--- config.mk ---
export PLATFORM = sky130hd
export DESIGN_NAME = alu_writeback
export DESIGN_NICKNAME = d
export VERILOG_FILES = /design/src/rtl/alu_writeback.sv
export SDC_FILE = /design/constraint.sdc
export NUM_CORES = 1
export LEC_CHECK = 0
export ABC_CLOCK_PERIOD_IN_PS = 7000
export BUFFER_PORTS_ARGS = -buffer_cell sky130_fd_sc_hd__buf_4
export CAP_MARGIN = 25
export CORE_ASPECT_RATIO = 1.1
export CORE_MARGIN = 3
export CORE_UTILIZATION = 54
export CTS_CLUSTER_DIAMETER = 200
export DETAILED_ROUTE_END_ITERATION = 10
export GPL_TIMING_DRIVEN = 0
export PLACE_DENSITY = 0.85
export SLEW_MARGIN = 10
export SYNTH_ARGS = -nofsm -noshare
export SYNTH_HDL_FRONTEND = slang
export SYNTH_SLANG_ARGS = --single-unit
--- constraint.sdc ---
create_clock -name phi1 -period 7 [get_ports phi1]
set_input_delay 0.35 -clock phi1 [delete_from_list [all_inputs] [get_ports phi1]]
set_output_delay 0.35 -clock phi1 [all_outputs]
set_load 0.005 [all_outputs]
--- src/rtl/alu_writeback.sv ---
// Write-back stage behind the 6502 ALU.
// Captures each result, applies the decimal (BCD) adjust when needed, hands the result off on a valid/ready
// handshake, and then merges the flags into P.
//
// state  | meaning
// IDLE   | waiting for a rising edge on alu_wout
// ADJUST | one cycle of decimal correction on a captured SUM
// HOLD   | result presented, waiting for wb_ready
module alu_writeback #(
    parameter int REG_WIDTH = 8,
    parameter int OPP_WIDTH = 4,
    parameter logic [OPP_WIDTH-1:0] FUNC_SUM = OPP_WIDTH'(1)
) (
    input  logic                 phi1,
    input  logic                 reset,
    input  logic [REG_WIDTH-1:0] alu_dout,
    input  logic [REG_WIDTH-1:0] alu_status,
    input  logic                 alu_wout,
    input  logic [REG_WIDTH-1:0] alu_a,
    input  logic [REG_WIDTH-1:0] alu_b,
    input  logic                 carry_in,
    input  logic [OPP_WIDTH-1:0] func,
    input  logic                 dec_mode,
    input  logic                 sub_mode,
    input  logic [1:0]           dest_sel,
    input  logic [REG_WIDTH-1:0] flag_mask,
    input  logic [REG_WIDTH-1:0] p_in,
    output logic [REG_WIDTH-1:0] wb_data,
    output logic [1:0]           wb_dest,
    output logic                 wb_valid,
    input  logic                 wb_ready,
    output logic [REG_WIDTH-1:0] p_out,
    output logic                 p_we,
    output logic                 busy,
    output logic                 overrun
);

    localparam int BIT_C = 0;
    localparam int BIT_Z = 1;
    localparam int BIT_B = 4;
    localparam int BIT_U = 5;
    localparam int BIT_N = 7;
    localparam logic [REG_WIDTH-1:0] ADJ_LO = REG_WIDTH'(8'h06);
    localparam logic [REG_WIDTH-1:0] ADJ_HI = REG_WIDTH'(8'h60);

    typedef enum logic [1:0] {
        S_IDLE   = 2'd0,
        S_ADJUST = 2'd1,
        S_HOLD   = 2'd2
    } state_t;

    state_t state, state_nxt;

    logic                 wout_d;
    logic                 wout_rise;
    logic                 capture;
    logic                 take;
    logic [REG_WIDTH-1:0] a_q, b_q, flags_q, mask_q;
    logic                 cin_q, sub_q;
    logic [REG_WIDTH-1:0] sum_full;
    logic                 hc;
    logic [REG_WIDTH-1:0] adj1, adj2;
    logic                 adj_c;
    logic [REG_WIDTH-1:0] p_merge;

    assign wout_rise = alu_wout & ~wout_d;
    assign capture   = wout_rise & (state == S_IDLE);
    assign take      = wb_valid & wb_ready & (state == S_HOLD);
    assign busy      = (state != S_IDLE);

    always_ff @(posedge phi1) begin
        if (reset) state <= S_IDLE;
        else       state <= state_nxt;
    end

    always_comb begin
        state_nxt = state;
        case (state)
            S_IDLE:   if (capture) state_nxt = (func == FUNC_SUM && dec_mode) ? S_ADJUST : S_HOLD;
            S_ADJUST: state_nxt = S_HOLD;
            S_HOLD:   if (take) state_nxt = S_IDLE;
            default:  state_nxt = S_IDLE;
        endcase
    end

    // Half carry is the carry into bit 4, recovered from the full operand sum.
    assign sum_full = a_q + b_q + REG_WIDTH'(cin_q);
    assign hc       = a_q[4] ^ b_q[4] ^ sum_full[4];

    always_comb begin
        adj1  = wb_data;
        adj2  = wb_data;
        adj_c = flags_q[BIT_C];
        if (!sub_q) begin
            if (wb_data[3:0] > 4'd9 || hc) adj1 = wb_data + ADJ_LO;
            adj2 = adj1;
            if (adj1[7:4] > 4'd9 || flags_q[BIT_C]) begin
                adj2  = adj1 + ADJ_HI;
                adj_c = 1'b1;
            end
        end else begin
            if (!hc) adj1 = wb_data - ADJ_LO;
            adj2 = adj1;
            if (!flags_q[BIT_C]) adj2 = adj1 - ADJ_HI;
        end
    end

    always_comb begin
        p_merge        = (p_in & ~mask_q) | (flags_q & mask_q);
        p_merge[BIT_U] = 1'b1;
        p_merge[BIT_B] = p_in[BIT_B];
    end

    always_ff @(posedge phi1) begin
        if (reset) begin
            wout_d   <= 1'b1;
            wb_data  <= '0;
            wb_dest  <= '0;
            wb_valid <= 1'b0;
            p_out    <= '0;
            p_we     <= 1'b0;
            overrun  <= 1'b0;
            a_q      <= '0;
            b_q      <= '0;
            cin_q    <= 1'b0;
            sub_q    <= 1'b0;
            flags_q  <= '0;
            mask_q   <= '0;
        end else begin
            wout_d <= alu_wout;
            p_we   <= take;
            if (wout_rise && state != S_IDLE) overrun <= 1'b1;
            if (capture) begin
                wb_data  <= alu_dout;
                wb_dest  <= dest_sel;
                flags_q  <= alu_status;
                mask_q   <= flag_mask;
                a_q      <= alu_a;
                b_q      <= alu_b;
                cin_q    <= carry_in;
                sub_q    <= sub_mode;
                wb_valid <= !(func == FUNC_SUM && dec_mode);
            end
            if (state == S_ADJUST) begin
                wb_data        <= adj2;
                flags_q[BIT_C] <= adj_c;
                flags_q[BIT_Z] <= (adj2 == '0);
                flags_q[BIT_N] <= adj2[BIT_N];
                wb_valid       <= 1'b1;
            end
            if (take) begin
                wb_valid <= 1'b0;
                p_out    <= p_merge;
            end
        end
    end

endmodule

Yosys cells after proc, flatten, opt, wreduce, memory -nomap -nowiden
Cells that the tools add are included.
{"block": "word_totals", "regBits": 52, "inputBits": 61, "out_inout_bits": 22, "word_cells": 74}
{"block": "classes", "add_sub_neg": 6, "n_lt_le_gt_ge": 2, "n_eq_ne": 7, "n_mux": 20, "bitwise": 11, "n_reduce_logical": 12}
{"cell": "8-bit 2-to-1 mux", "n": 10}
{"cell": "8-bit bitwise AND", "n": 2}
{"cell": "8-bit by 3-bit adder with 8-bit output, second input constant", "n": 1}
{"cell": "8-bit by 7-bit adder with 8-bit output, second input constant", "n": 1}
{"cell": "4-bit greater-than comparator, second input constant", "n": 2}
{"cell": "8-bit zero test", "n": 1}
{"cell": "2-bit 2-to-1 mux", "n": 4}
{"cell": "2-bit inequality test, second input constant", "n": 4}
{"cell": "8-bit NOT", "n": 1}
{"cell": "8-bit OR", "n": 1}
{"cell": "8-bit by 3-bit subtractor with 8-bit output, second input constant", "n": 1}
{"cell": "8-bit by 7-bit subtractor with 8-bit output, second input constant", "n": 1}
{"cell": "2-bit one-hot mux with 3 select lines", "n": 1}
{"cell": "5-bit by 1-bit adder with 5-bit output", "n": 1}
{"cell": "5-bit adder", "n": 1}
{"cell": "1-bit 2-to-1 mux", "n": 5}
{"cell": "1-bit bitwise AND", "n": 4}
{"cell": "4-bit by 1-bit == test with 1-bit output, second input constant", "n": 1}
{"cell": "2-bit nonzero test", "n": 2}
{"cell": "3-bit AND reduction", "n": 1}
{"cell": "2-bit by 1-bit == test with 1-bit output, second input constant", "n": 1}
{"cell": "2-bit == test, second input constant", "n": 1}
{"cell": "1-bit logical AND", "n": 2}
{"cell": "2-bit zero test", "n": 1}
{"cell": "other kinds (6)", "n": 8}

Logic depth before layout (Yosys ltp)
Gate-level depths: netlist of run 1.
{"block": "logic_depth", "ltp_word": 12, "ltp_mapped": 12, "ltp_nobuf": 12}

Worst setup path before layout of run 1
No wires, ideal clock.
{"block": "synth_path", "path_kind": "register -> register", "from": "register a_q[3]", "to": "register flags_q[1]", "setup_ns": 0.096, "arrival_ns": 2.561, "required_ns": 6.904, "setup_slack_ns": 4.343, "stages_incl_launch_ff": 11, "path_buffers": 0, "synth_period_minus_slack_ns": 2.657, "path_cell_list": "dfxtp_1 -> ha_1 -> a21oi_1 -> nand2_1 -> nor3_1 -> xnor2_1 -> ha_1 -> o21ai_0 -> o21ba_2 -> or3_1 -> o41ai_2"}
{"block": "synth_via", "elab_chain_cells": 12, "word_cells_on_any_way": 17, "cone_classes": "add/sub (4); order compare (1); mux (8); bitwise (1); reduce/logical (3)"}
{"element": "start: declaration", "line_no": "58", "rtl": "logic [REG_WIDTH-1:0] a_q, b_q, flags_q, mask_q;"}
{"element": "start signal: assignment", "line_no": "138", "rtl": "a_q <= alu_a;"}
{"element": "5-bit adder *", "line_no": "87", "rtl": "assign sum_full = a_q + b_q + REG_WIDTH'(cin_q);"}
{"element": "5-bit by 1-bit adder with 5-bit output *", "line_no": "87"}
{"element": "1-bit bitwise XOR *", "line_no": "88", "rtl": "assign hc = a_q[4] ^ b_q[4] ^ sum_full[4];"}
{"element": "parallel branches: the longest is 6 deep, another holds 8-bit by 7-bit adder with 8-bit output"}
{"element": "8-bit 2-to-1 mux *", "line_no": "94", "rtl": "if (!sub_q) begin"}
{"element": "8-bit zero test *", "line_no": "147", "rtl": "flags_q[BIT_Z] <= (adj2 == '0);"}
{"element": "2-bit 2-to-1 mux *", "line_no": "144", "rtl": "if (state == S_ADJUST) begin"}
{"element": "end signal: indexed assignment", "line_no": "146", "rtl": "flags_q[BIT_C] <= adj_c;"}
{"element": "end signal: indexed assignment", "line_no": "147"}
{"element": "end signal: indexed assignment", "line_no": "148", "rtl": "flags_q[BIT_N] <= adj2[BIT_N];"}
{"element": "end: declaration", "line_no": "58"}
Mark *: on every way between the ends. The select of a mux whose other input is x is not followed.
A chain may end at the register's enable or synchronous reset.

Worst setup path in the final report of run 1
{"block": "layout_path", "from": "register wb_data[1]", "to": "register flags_q[1]"}
{"block": "layout_via", "elab_chain_cells": 10, "word_cells_on_any_way": 17, "cone_classes": "add/sub (4); order compare (2); mux (8); reduce/logical (3)"}
{"element": "start: declaration", "line_no": "28", "rtl": "output logic [REG_WIDTH-1:0] wb_data,"}
{"element": "start signal: assignment", "line_no": "134", "rtl": "wb_data <= alu_dout;"}
{"element": "start signal: assignment", "line_no": "145", "rtl": "wb_data <= adj2;"}
{"element": "parallel branches: the longest is 7 deep, another holds 8-bit by 3-bit adder with 8-bit output"}
{"element": "8-bit 2-to-1 mux *", "line_no": "94"}
{"element": "8-bit zero test *", "line_no": "147"}
{"element": "2-bit 2-to-1 mux *", "line_no": "144"}
Marks and branches as above.

==> reports/results.txt, run 1 <==
run status = complete, no violations
ANT cells = 0
gpl congestion = 0.8630
R2R Setup Slk = 4.02 ns
post-synth net total = 371
vias = 2443
Async S/R FF share, synth = 0
f_max = 335.2 MHz
Root Driver = clkbuf_8
HPWL reported at the end of detailed placement = 4710 µm
sequential share of the synthesized area = 0.3759
setup TNS = 0 ns
WP data arrival = 3.18 ns
Final Cell Area = 3178 µm²
WL/cell = 14.52 µm
P per Cell Area = 188.6 nW/µm²
layout cells sized above 1 = 0.2375
slowest stage cell, crit path = dfxtp_1
# IOs = 83
Max stage delay on crit path = 0.51 ns
Setup WS post-layout = 4.017 ns
P&R area growth vs syn = 29.72%
most instantiated cells after synthesis = nand2_1, dfxtp_1, a21oi_1, nor2_1, clkbuf_1
DR pass1 iterations = 6
die area = 5382 µm²
Die Y = 76.64 µm
gr usage total = 0.2372
largest net degree at the start of global routing = 15
Core Region = 4348 µm²
# rows = 25
first-pass GRT wire length = 10460 µm
CP Capture Type = flop
DP Cell Count = 425
Post-CTS Setup Bufs = 0
cts repair resizes = 0
period utilisation layout = 0.4262
Synth warnings = 0
Post-synth EDFFs = 0
Worst-Margin Slew = 0.6710 ns
Final min period = 2.983 ns
largest cells by area after synthesis = dfxtp_1, nand2_1, a21oi_1
Unique masters post-synth = 51
ANT nets after route = 0
max-capacitance violation count = 0
final setup vio count = 0
post-layout util = 0.7309
Starting Density = 0.5635
placed inst area = 3035 µm²
Max clock buf depth = 2
Post-CTS Hold Buffers = 0
slew margin rel. = 0.5510
grt total ovfl = 0
FILL cells = 356
port bufs = 69
area of the multi-input gates = 1413 µm²
crit-path max FO = 9
vias in the first global route = 2346
DRC Markers = 0
worst skew pair latency = 0.30 ns
total CTS buffers = 5
Hold Crit Class = in2reg
Die W = 70.22 µm
clock sink count = 46
initial antenna violation count = 0
Synth top area share = 0.3759
drt first-iter violations = 145
post-place setup slack = 4.082 ns
CTS tree = done
Mapped Area = 2450 µm²
post-synth top area cell = dfxtp_1
fin cells = 433
final WL = 6287 µm
post-route clock skew = 0.01152 ns
Peak supply drop = 188.8 µV
Gate Count Post-Synth = 302
Pleak = 1.324 nW
Vias/cell = 5.642
Syn Area/Cell = 8.112 µm²
crit-path cells = inv_1, ha_1, nor2_1, o21ai_2, xnor2_1, inv_1, ha_1, nor3_1, a21o_1, or3_1, o41ai_2
register bit total from synthesis = 46
Final Hold Viols = 0
RSZ-0062 raised after global routing = no
critical path startpoint category = flop
Pins Over Slew Limit = 0
predominant post-synthesis flop cell = dfxtp_1
cell with the most instances after synthesis = nand2_1
clock slew at reported path FFs = 0.09 ns
critical setup path kind = reg2reg
Critical Path RT = 7.19 ns
Final Net Count = 447
Storage cell area = 920.9 µm²
H-tree depth = 2
## path summary, 6_finish.rpt
check	startpoint	end	depth (start not counted)
worst max register to register	wb_data[1]	flags_q[1]	11
worst min-delay path	reset	state[0]	2
worst min register to register	a_q[2]	a_q[2]	2
worst max-delay path	wb_data[1]	flags_q[1]	11
## layer usage
metal  track usage  wire, µm  share of wire
met2        0.4073      3180           0.51
met3       0.04881       373          0.059
met5             0         0              0
met4       0.09770        68          0.011
met1        0.2845      2665           0.42
## report_power, final
part | internal [mW] | switching [mW] | total (mW)
logic | 0.0433 | 0.0396 | 0.0829
clock network | 0.152 | 0.0892 | 0.241
registers | 0.269 | 0.00579 | 0.275
## final cells by class
cell class,count,area share
well taps,54,0.02126
plain buffers,22,0.02835
multi-input cells,227,0.4445
flip-flops and latches,46,0.2898
repair buffers,69,0.1630
clock inverters,2,0.01890
clock buffers,6,0.02598
inverters,7,0.008268
## critical path, delay by kind of cell, from the launching register on
kind	cells	cell delay (ns)
AOI/OAI and AO/OA	3	0.65
xor gates and xnor gates	1	0.31
adders and majority gates	2	0.55
buffers and inverters	2	0.23
DFF	1	0.51
and+or+nand+nor	3	0.63
## cells in the final DEF (no fill, tap or decap), types with 3 or more instances in the layout
master / instances
nand3_1: 7
inv_1: 7
nand2b_1: 4
nand2_1: 52
a21oi_1: 33
dfxtp_1: 46
clkbuf_1: 20
clkbuf_8: 6
and2_1: 3
buf_4: 69
nor2b_1: 4
or3_1: 3
or2_2: 4
nor3_1: 12
nor2_1: 25
mux2i_1: 8
o21ai_0: 6
a22oi_1: 6
xnor2_1: 6
a211oi_1: 8
ha_1: 8
a222oi_1: 3
## metrics by stage
stage	hold slack [ns]	power, mW
2_1_floorplan	0.4360	0.3261
3_3_place_gp	0.4430	0.3611
3_5_place_dp	0.4504	0.3629
4_1_cts	0.2453	0.6001
5_1_grt	0.2396	0.6205
6_report	0.2443	0.5994
## registers in the layout, indices dropped and copies added (netlist names)
register	flops
wb_data	8
cin_q	1
wout_d	1
a_q	4
state	2
flags_q	6
wb_valid	1
overrun	1
p_we	1
p_out	8
wb_dest	2
sub_q	1
b_q	4
mask_q	6
## logic make-up (layout without fill, tap and decap cells)
kind of cell	Yosys count	after routing	share of synthesized area
xor gates and xnor gates	9	9	0.03779
muxes	9	9	0.03728
DFF	46	46	0.3759
buffers and inverters	29	106	0.04750
AOI/OAI and AO/OA	78	78	0.2283
and+or+nand+nor	123	123	0.2324
adders and majority gates	8	8	0.04086
Power figures use the tool's default switching activity.
==> inputs of run 2 (changes only) <==
Settings changed: ABC_AREA set to 1, ABC_CLOCK_PERIOD_IN_PS 7000 to 3100, CORE_UTILIZATION 54 to 50, PLACE_DENSITY 0.85 to 0.8.
Clock period 7 ns to 3.1 ns, I/O delays scaled along.
==> reports/results.txt, run 2 <==
predominant post-synthesis flop cell = dfxtp_1 (unchanged)
Worst-Margin Slew = 0.6977 ns (was 0.6710 ns)
gpl congestion = 0.9163 (was 0.8630)
Syn Area/Cell = 7.245 µm² (was 8.112 µm²)
drt first-iter violations = 207 (was 145)
post-synth net total = 394 (was 371)
max-capacitance violation count = 0 (unchanged)
Post-CTS Hold Buffers = 0 (unchanged)
Sw Share = 0.2631 (was 0.2246)
cts repair resizes = 0 (unchanged)
ANT cells = 0 (unchanged)
Max stage delay on crit path = 0.32 ns (was 0.51 ns)
Critical Path RT = 3.33 ns (was 7.19 ns)
WP data arrival = 2.95 ns (was 3.18 ns)
critical setup path kind = reg2reg (unchanged)
run status = complete, no violations (unchanged)
final WL = 5847 µm (was 6287 µm)
# IOs = 83 (unchanged)
Hold Crit Class = in2reg (unchanged)
ANT nets after route = 0 (unchanged)
Post-synth EDFFs = 0 (unchanged)
combinational share of power = 0.164 (was 0.138)
Async S/R FF share, synth = 0 (unchanged)
R2R Path End = wb_data[7] (was flags_q[1])
Largest regs = p_out: 8 flops, wb_data: 8 flops (unchanged)
most instantiated cells after synthesis = nor2_1, nand2_1, dfxtp_1, o21ai_0, inv_1 (was nand2_1, dfxtp_1, a21oi_1, nor2_1, clkbuf_1)
P per Cell Area = 386.2 nW/µm² (was 188.6 nW/µm²)
P_sw = 0.3067 mW (was 0.1346 mW)
Gate Count Post-Synth = 325 (was 302)
internal power = 0.8592 mW (was 0.4648 mW)
Final min period = 2.717 ns (was 2.983 ns)
first-pass GRT wire length = 9908 µm (was 10460 µm)
worst r2r src = a_q[0] (was wb_data[1])
Final Net Count = 470 (was 447)
Mapped Area = 2355 µm² (was 2450 µm²)
most frequent cells in the layout = buf_4, nor2_1, nand2_1 (was buf_4, nand2_1, dfxtp_1)
register bit total from synthesis = 46 (unchanged)
CP most frequent cell = nand2_1
R2R Setup Slk = 0.38 ns (was 4.02 ns)
RSZ-0062 raised after global routing = no (unchanged)
Synth warnings = 0 (unchanged)
largest net degree at the start of global routing = 14 (was 15)
DRC Markers = 0 (unchanged)
Peak supply drop = 307.2 µV (was 188.8 µV)
setup TNS = 0 ns (unchanged)
Die Y = 77.98 µm (was 76.64 µm)
Vias/cell = 5.275 (was 5.642)
H-tree depth = 2 (unchanged)
vias = 2400 (was 2443)
total CTS buffers = 5 (unchanged)
Hold Path End = wout_d (was state[0])
DR pass1 iterations = 4 (was 6)
port bufs = 69 (unchanged)
layout cells sized above 1 = 0.2544 (was 0.2375)
Core Region = 4410 µm² (was 4348 µm²)
Die W = 71.43 µm (was 70.22 µm)
Pleak = 1.374 nW (was 1.324 nW)
sequential share of the synthesized area = 0.3911 (was 0.3759)
post-synth top area cell = dfxtp_1 (unchanged)
post-route clock skew = 0.008883 ns (was 0.01152 ns)
slowest stage cell, crit path = dfxtp_1 (unchanged)
area of the multi-input gates = 1275 µm² (was 1413 µm²)
cell with the most instances after synthesis = nor2_1 (was nand2_1)
fin cells = 455 (was 433)
Min-Delay Startpoint = alu_wout (was reset)
FILL cells = 427 (was 356)
Hold Path Stages = 3 (was 2)
Post-CTS Setup Bufs = 0 (unchanged)
DP Cell Count = 448 (was 425)
gr usage total = 0.2196 (was 0.2372)
f_max = 368.0 MHz (was 335.2 MHz)
CTS tree = done (unchanged)
initial antenna violation count = 0 (unchanged)
crit-path max FO = 10 (was 9)
# rows = 25 (unchanged)
slew margin rel. = 0.5332 (was 0.5510)
HPWL reported at the end of detailed placement = 4552 µm (was 4710 µm)
final setup vio count = 0 (unchanged)
clock slew at reported path FFs = 0.09 ns (about the same)
Max clock buf depth = 2 (unchanged)
critical path startpoint category = flop (unchanged)
Seq pwr share = 0.541 (was 0.459)
largest cells by area after synthesis = dfxtp_1, nor2_1, nand2_1 (was dfxtp_1, nand2_1, a21oi_1)
WL/cell = 12.85 µm (was 14.52 µm)
clock sink count = 46 (unchanged)
grt total ovfl = 0 (unchanged)
Starting Density = 0.5339 (was 0.5635)
P&R area growth vs syn = 28.21% (was 29.72%)
die area = 5570 µm² (was 5382 µm²)
vias in the first global route = 2278 (was 2346)
Storage cell area = 920.9 µm² (unchanged)
crit-path cells = ha_1, nand2_1, nand2_1, nand2_1, nand2_1, nand2_2, nand2_2, inv_2, nand3_1, xor2_1, inv_2, ha_1, nor2_1, xor2_1, a21oi_1, o21ai_0, nand3_1, a31oi_1 (was inv_1, ha_1, nor2_1, o21ai_2, xnor2_1, inv_1, ha_1, nor3_1, a21o_1, or3_1, o41ai_2)
Root Driver = clkbuf_8 (unchanged)
Synth top area share = 0.3911 (was 0.3759)
Unique masters post-synth = 30 (was 51)
commonest non-fill, non-tap cell in the layout = buf_4 (unchanged)
period utilisation layout = 0.8765 (was 0.4262)
power share of the clock group = 0.295 (was 0.403)
worst skew pair latency = 0.30 ns (about the same)
R2R depth = 18 (was 11)
CP Capture Type = flop (unchanged)
Pins Over Slew Limit = 0 (unchanged)
Final Hold Viols = 0 (unchanged)
==> run 2: changes by cell type in the layout (fill, tap and decap cells not counted), moves of 6 or more <==
cell and delta:
a211oi_1 -8, a21oi_1 -23, a22oi_1 -6, clkbuf_1 -10, inv_1 +15, nand2_2 +9, nand3_1 +14, nor2_1 +36
nor3_1 -10, o21ai_0 +31, xnor2_1 -6
==> run 2: how the worst max path moves through the flow <==
stage                       to  slack, ns  startpoint
floorplan           flags_q[1]       0.81      a_q[0]
global placement    wb_data[7]       0.52      a_q[0]
detailed placement  flags_q[7]       0.44      a_q[0]
CTS                 wb_data[7]       0.41      a_q[0]
global route        flags_q[7]       0.19      a_q[0]
finish              wb_data[7]       0.38      a_q[0]
==> run 2: stage by stage <==
| step | instance area [µm²] | utilization | setup slack [ns] | hold slack (ns) | total power, mW |
|---|---|---|---|---|---|
| 6_report | 3019 | 0.6845 | 0.3830 | 0.03800 | 1.166 |
| 5_1_grt | 3019 | 0.6845 | 0.1884 | 0.04182 | 1.227 |
| 4_1_cts | 3019 | 0.6845 | 0.4150 | 0.03533 | 1.172 |
| 3_5_place_dp | 2940 | 0.6667 | 0.4351 | 0.3447 | 0.8356 |
| 3_3_place_gp | 2940 | 0.6667 | 0.5157 | 0.3436 | 0.8303 |
| 2_1_floorplan | 2355 | - | 0.8137 | 0.2244 | 0.7513 |
==> run 2: final cells by class <==
cell class,instances,area share
Clock buffer,5,0.02279
Buffer,12,0.01989
Sequential cell,46,0.3050
Tap cell,54,0.02238
Inverter,26,0.03274
Timing Repair Buffer,69,0.1716
Multi-Input combinational cell,241,0.4223
Clock inverter,2,0.003315
==> run 2: power by group through the flow <==
stage	combinational, mW	sequential (mW)	clock, mW
finish	0.191	0.631	0.344
floorplan	0.110	0.641	0
CTS	0.192	0.631	0.350
global placement	0.186	0.644	0
detailed placement	0.191	0.644	0
global route	0.217	0.634	0.376
==> run 2: critical path: cells and delay by family (launching register included) <==
family                   cells  cell delay (ns)
AO/OA/AOI/OAI                3             0.37
adder cells (fa/ha/maj)      2             0.46
XOR/XNOR                     2             0.46
flip-flops                   1             0.32
AND/OR/NAND/NOR              9             0.90
buffers and inverters        2             0.15
==> run 2: cell families after synthesis <==
kind of cell	share of synthesized area
xor+xnor	0.03295
fa+ha+maj	0.04251
simple gates	0.2949
flops	0.3911
mux	0.02125
compound gates	0.1498
buf+inv	0.06748
==> run 2: layer usage <==
layer / share of wire / up-vias / GRT usage
li1: - / 1220 / -
met4: 0.0094 / 0 / 0.06579
met1: 0.41 / 1101 / 0.2799
met3: 0.074 / 5 / 0.05570
met5: 0 / - / 0
met2: 0.51 / 74 / 0.3621
